[src/rtl/cnt_chk_pkg.sv]
// cnt_chk_pkg: shared state encoding, default parameters and saturation helper for count_seq_checker
package cnt_chk_pkg;

   typedef enum logic [1:0] {
      IDLE = 2'd0,
      ACQ  = 2'd1,
      LOCK = 2'd2
   } state_t;

   localparam int unsigned DEF_N        = 4;
   localparam int unsigned DEF_LOCK_CNT = 3;
   localparam int unsigned DEF_STAT_W   = 16;

   function automatic logic [31:0] sat_max(input int unsigned w);
      return (w >= 32) ? 32'hFFFF_FFFF : (32'd1 << w) - 32'd1;
   endfunction

endpackage

[src/rtl/sat_counter.sv]
// sat_counter: W-bit up-counter that sticks at its maximum value until reset
module sat_counter
   import cnt_chk_pkg::*;
#(
   parameter int unsigned W = DEF_STAT_W
) (
   input  logic         clk,
   input  logic         rst,
   input  logic         inc,
   output logic [W-1:0] q
);

   localparam logic [W-1:0] MAX = W'(sat_max(W));

   // count up on inc, never wrapping past MAX
   always_ff @(posedge clk or posedge rst)
      if (rst) q <= '0;
      else if (inc && q != MAX) q <= q + 1'b1;

endmodule

[config.mk]
export PLATFORM = sky130hd
export DESIGN_NAME = sat_counter
export DESIGN_NICKNAME = d
export VERILOG_FILES = /design/src/rtl/cnt_chk_pkg.sv /design/src/rtl/sat_counter.sv
export SDC_FILE = /design/constraint.sdc
export NUM_CORES = 1
export LEC_CHECK = 0
export BUFFER_PORTS_ARGS = -buffer_cell sky130_fd_sc_hd__clkbuf_2
export CORE_MARGIN = 3
export CORE_UTILIZATION = 45
export DETAILED_ROUTE_END_ITERATION = 8
export PLACE_DENSITY = 0.71
export SLEW_MARGIN = 20
export SYNTH_ARGS = -nofsm -noshare
export SYNTH_HDL_FRONTEND = slang
export SYNTH_SLANG_ARGS = --single-unit
[constraint.sdc]
create_clock -name clk -period 1.6 [get_ports clk]
set_clock_uncertainty 0.15 [all_clocks]
set_input_delay 0.08 -clock clk [delete_from_list [all_inputs] [get_ports clk]]
set_output_delay 0.08 -clock clk [all_outputs]
set_load 0.01 [all_outputs]
Yosys cells after proc, flatten, opt, wreduce, memory -nomap -nowiden
Cells that the tools add are included.
- register bits after elaboration: 16
- input port bits: 3
- output and inout port bits: 16
- logic and storage cells: 4
- add/sub/neg operators: 1
- equal/unequal tests: 1
- reduce and logical (&&, ||, !) cells: 1
- operator list (cell ; count):
    $add A16 B1 Y16 const B ; 1
    $ne A16 B16 Y1 const B ; 1
    $logic_and A1 B1 Y1 ; 1

Depth between registers and ports, before layout
- depth after elaboration: 2
- mapped depth: 5
- depth with buffers taken out: 5

Worst setup path before layout
No wires, ideal clock.
- kind: flip-flop to flip-flop
- start: register q[0]
- end: register q[1]
- library setup time: 0.125 ns
- arrival: 1.440 ns
- slack: -0.115 ns
- cell stages (with the launch flop): 6
- clock period less this slack: 1.715 ns
- path through: dfrtp_1 ha_1 and3_1 nand4_4 nand2_2 mux2_2
- cells in the longest elaborated chain, start to end: 2
- ends and longest elaborated chain (element ; line ; RTL):
    start, declared ; sat_counter.sv:10 ; output logic [W-1:0] q
    start signal, assigned ; sat_counter.sv:18 ; else if (inc && q != MAX) q <= q + 1'b1;
    parallel branches: the longest is 2 deep, another holds $add A16 B1 Y16 ; -- ;
Several ways; the timed one is not identified.
A chain may end at the register's enable or synchronous reset.

Worst setup path in the final report
- start: register q[1]
- end: register q[14]
Same word-level chain as after synthesis.

==> flow_summary_export.csv <==
group,metric,value,unit
floorplan,initial_utilization,50.5,%
layout,final_cell_mix,"clkbuf_2 (18), dfrtp_1 (14), buf_4 (13)",
logic_synthesis,synth-compound-area-share,2.17,%
drt,wirelength,1630,um
logic_synthesis,synth.area.mux_share,4.04,%
logic_synthesis,synth-simple-area-share,30.1,%
cts,cts_sinks,16,
floorplan,die_area,2330,um2
layout,reg_top3,"q: 16 flops",
layout,instances_no_fill,133,
placement,hpwl,1300,um
logic_synthesis,syn_area,806,um2
sta,fmax,649,MHz
sta,fin_crit,1.54,ns
critical_path,reg2regPathDepth,5,
sta,hold_viol,0,
logic_synthesis,synthAdderAreaFrac,1.55,%
logic_synthesis,yosys_warnings,0,
placement,io_buffer_count,18,
drt,viasPerCell,5.00,
cts,cts_tree,"yes",
status,outcome,"finished clean",
global_route,grtUsageMet1,20.4,%
global_route,grt_max_degree,17,
drt,drt_pre_antenna_iters,4,
global_route,gr-usage-met3,3.37,%
sta,drv_slew,0,
layout,layout_commonest_cell,"clkbuf_2",
cts,clk_pin_slew,0.09,ns
logic_synthesis,synth-seq-cells,16,
logic_synthesis,synth-edff-count,0,
placement,routabilityCongestion,0.767,
logic_synthesis,syn_area_per_cell,11.3,um2
layout,area_delta_synth_final,42.1,%
sta,setup_slack,0.0593,ns
drt,routedWlPerCell,12.2,um
critical_path,worstSetupEndpointType,"register",
global_route,grt_usage,15.8,%
job,max_cap_violations,0,
logic_synthesis,synthXorXnorAreaFrac,12.0,%
logic_synthesis,synth.distinct_cells,22,
critical_path,r2r-start,"q[1]",
global_route,grt_util_met2,26.1,%
layout,drive_above_1_share,47.7,%
logic_synthesis,syn_inst,71,
cts,h-tree-depth,1,
floorplan,core_area,1590,um2
logic_synthesis,synth_top_family_by_area,"simple AND/OR/NAND/NOR gates",
global_route,grt.busiest_layer,"met2",
pwr,p_leak,0.559,nW
floorplan,die_w,48.3,um
pwr,powerDensity,1230,nW/um2
sta,rsz0062_at_grt,"true",
critical_path,critPathArrivalTime,1.56,ns
sta,fin_crit_sh,96.3,%
logic_synthesis,synth-async-reset-ratio,100,%
placement,dp.cells,126,
critical_path,r2r-end,"q[14]",
critical_path,crit_fanout,4,
sta,setup_viol,0,
layout,nets,114,
logic_synthesis,seq_area_frac_synth,49.7,%
layout,largest_reg_flops,16,
sta,max_slew_margin,61.2,%
global_route,grt_pass1_vias,644,
logic_synthesis,ys.flop_type,"dfrtp_1",
floorplan,die_h,48.3,um
global_route,gr-total-overflow,0,
layout,nFillCells,121,
placement,pre_cts_slack,0.0184,ns
pwr,ir_drop,0.956,mV
layout,n_antenna_cell,0,
drt,vias,665,
cts,clk_latency,0.28,ns
sta,worst_pin_slew,0.582,ns
hold_path,hp-class,"in -> async",
critical_path,crit_type,"reg -> reg",
cts,numCtsBuffers,3,
cts,cts_max_path_buffers,2,
layout,regMostFlops,"q",
critical_path,worstPathRequired,1.62,ns
cts,root_buffer,"clkbuf_4",
global_route,grt_pass1_wl,2930,um
drt,drcViolationCount,0,
critical_path,rrSetupSlack,0.06,ns
sta,setup_tns,0,ns
drt,ant_nets,0,
global_route,antenna_found_initial,0,
floorplan,io_pins,19,
logic_synthesis,synth_nets,75,
drt,drtIter0Drc,10,
critical_path,startpoint_type,"register",
floorplan,row_count,14,
[cell type report]
cell class                 count  area (um2)  share of cell area, %
sequential                    16         403                   35.2
clock buffer                   4        36.3                   3.17
inverter                       1        3.75                  0.328
timing repair buffer          34         219                   19.1
tap                           24        30.0                   2.62
multi-input combinational     54         453                   39.6
[how the worst max path moves through the flow]
stage	startpoint	endpoint	slack (ns)	cells past startpoint
floorplan	q[1]	q[14]	-0.03	5
global placement	q[1]	q[14]	0.05	5
detailed placement	q[1]	q[14]	0.02	5
CTS	q[1]	q[14]	0.005	5
global route	q[1]	q[14]	-0.01	5
finish	q[1]	q[14]	0.06	5
[synth_stat cells (2+ instances only)]
master   number  area [um2]
a21oi_1       2        10.0
and3_1        4        25.0
and4_1        3        26.3
dfrtp_1      16         400
mux2_2        2        22.5
nand2_1       6        22.5
nand3_1       7        35.0
nand4_1       5        31.3
nor2_1        3        11.3
xnor2_1      11        96.3
[where the power goes]
part / switching [mW] / internal [mW]
Clock: 0.124 / 0.138
Combinational: 0.253 / 0.283
Sequential: 0.106 / 0.499
Total: 0.484 / 0.920
[timing repair]
action,in CTS,in global routing
hold buffers,2,0
setup buffers,0,1
endpoints found under the setup margin,0,10
resized for setup,0,8
hold endpoints to repair,17,0
[critical path, stage by stage, from the launching register on]
cell     delay (ns)
dfrtp_1        0.40
ha_4           0.16
and4_4         0.26
nand3_4        0.09
nor2_4         0.09
mux2_4         0.29
[logic make-up (layout without fill, tap and decap cells)]
group,count (synthesis),after routing
AOI/OAI and AO/OA,3,3
and+or+nand+nor,36,36
muxes,3,3
adders and majority gates,1,1
buffers and inverters,1,39
DFF,16,16
xor gates and xnor gates,11,11
[stage by stage]
step           cell area (um2)  utilization (%)  power, mW  hold slack, ns
2_1_floorplan              832                -      0.868          -0.156
3_3_place_gp              1050             65.9       1.10        -0.00830
3_5_place_dp              1050             65.9       1.12         0.00709
4_1_cts                   1110             69.4       1.39           0.253
5_1_grt                   1140             71.8       1.53           0.282
6_report                  1140             71.8       1.40           0.228
[metal layers]
| layer | wire length (um) | up-vias |
|---|---|---|
| li1 | - | 335 |
| met1 | 764 | 316 |
| met2 | 786 | 12 |
| met3 | 58 | 2 |
| met4 | 19 | 0 |
| met5 | 0 | - |
Power figures use the tool's default switching activity.
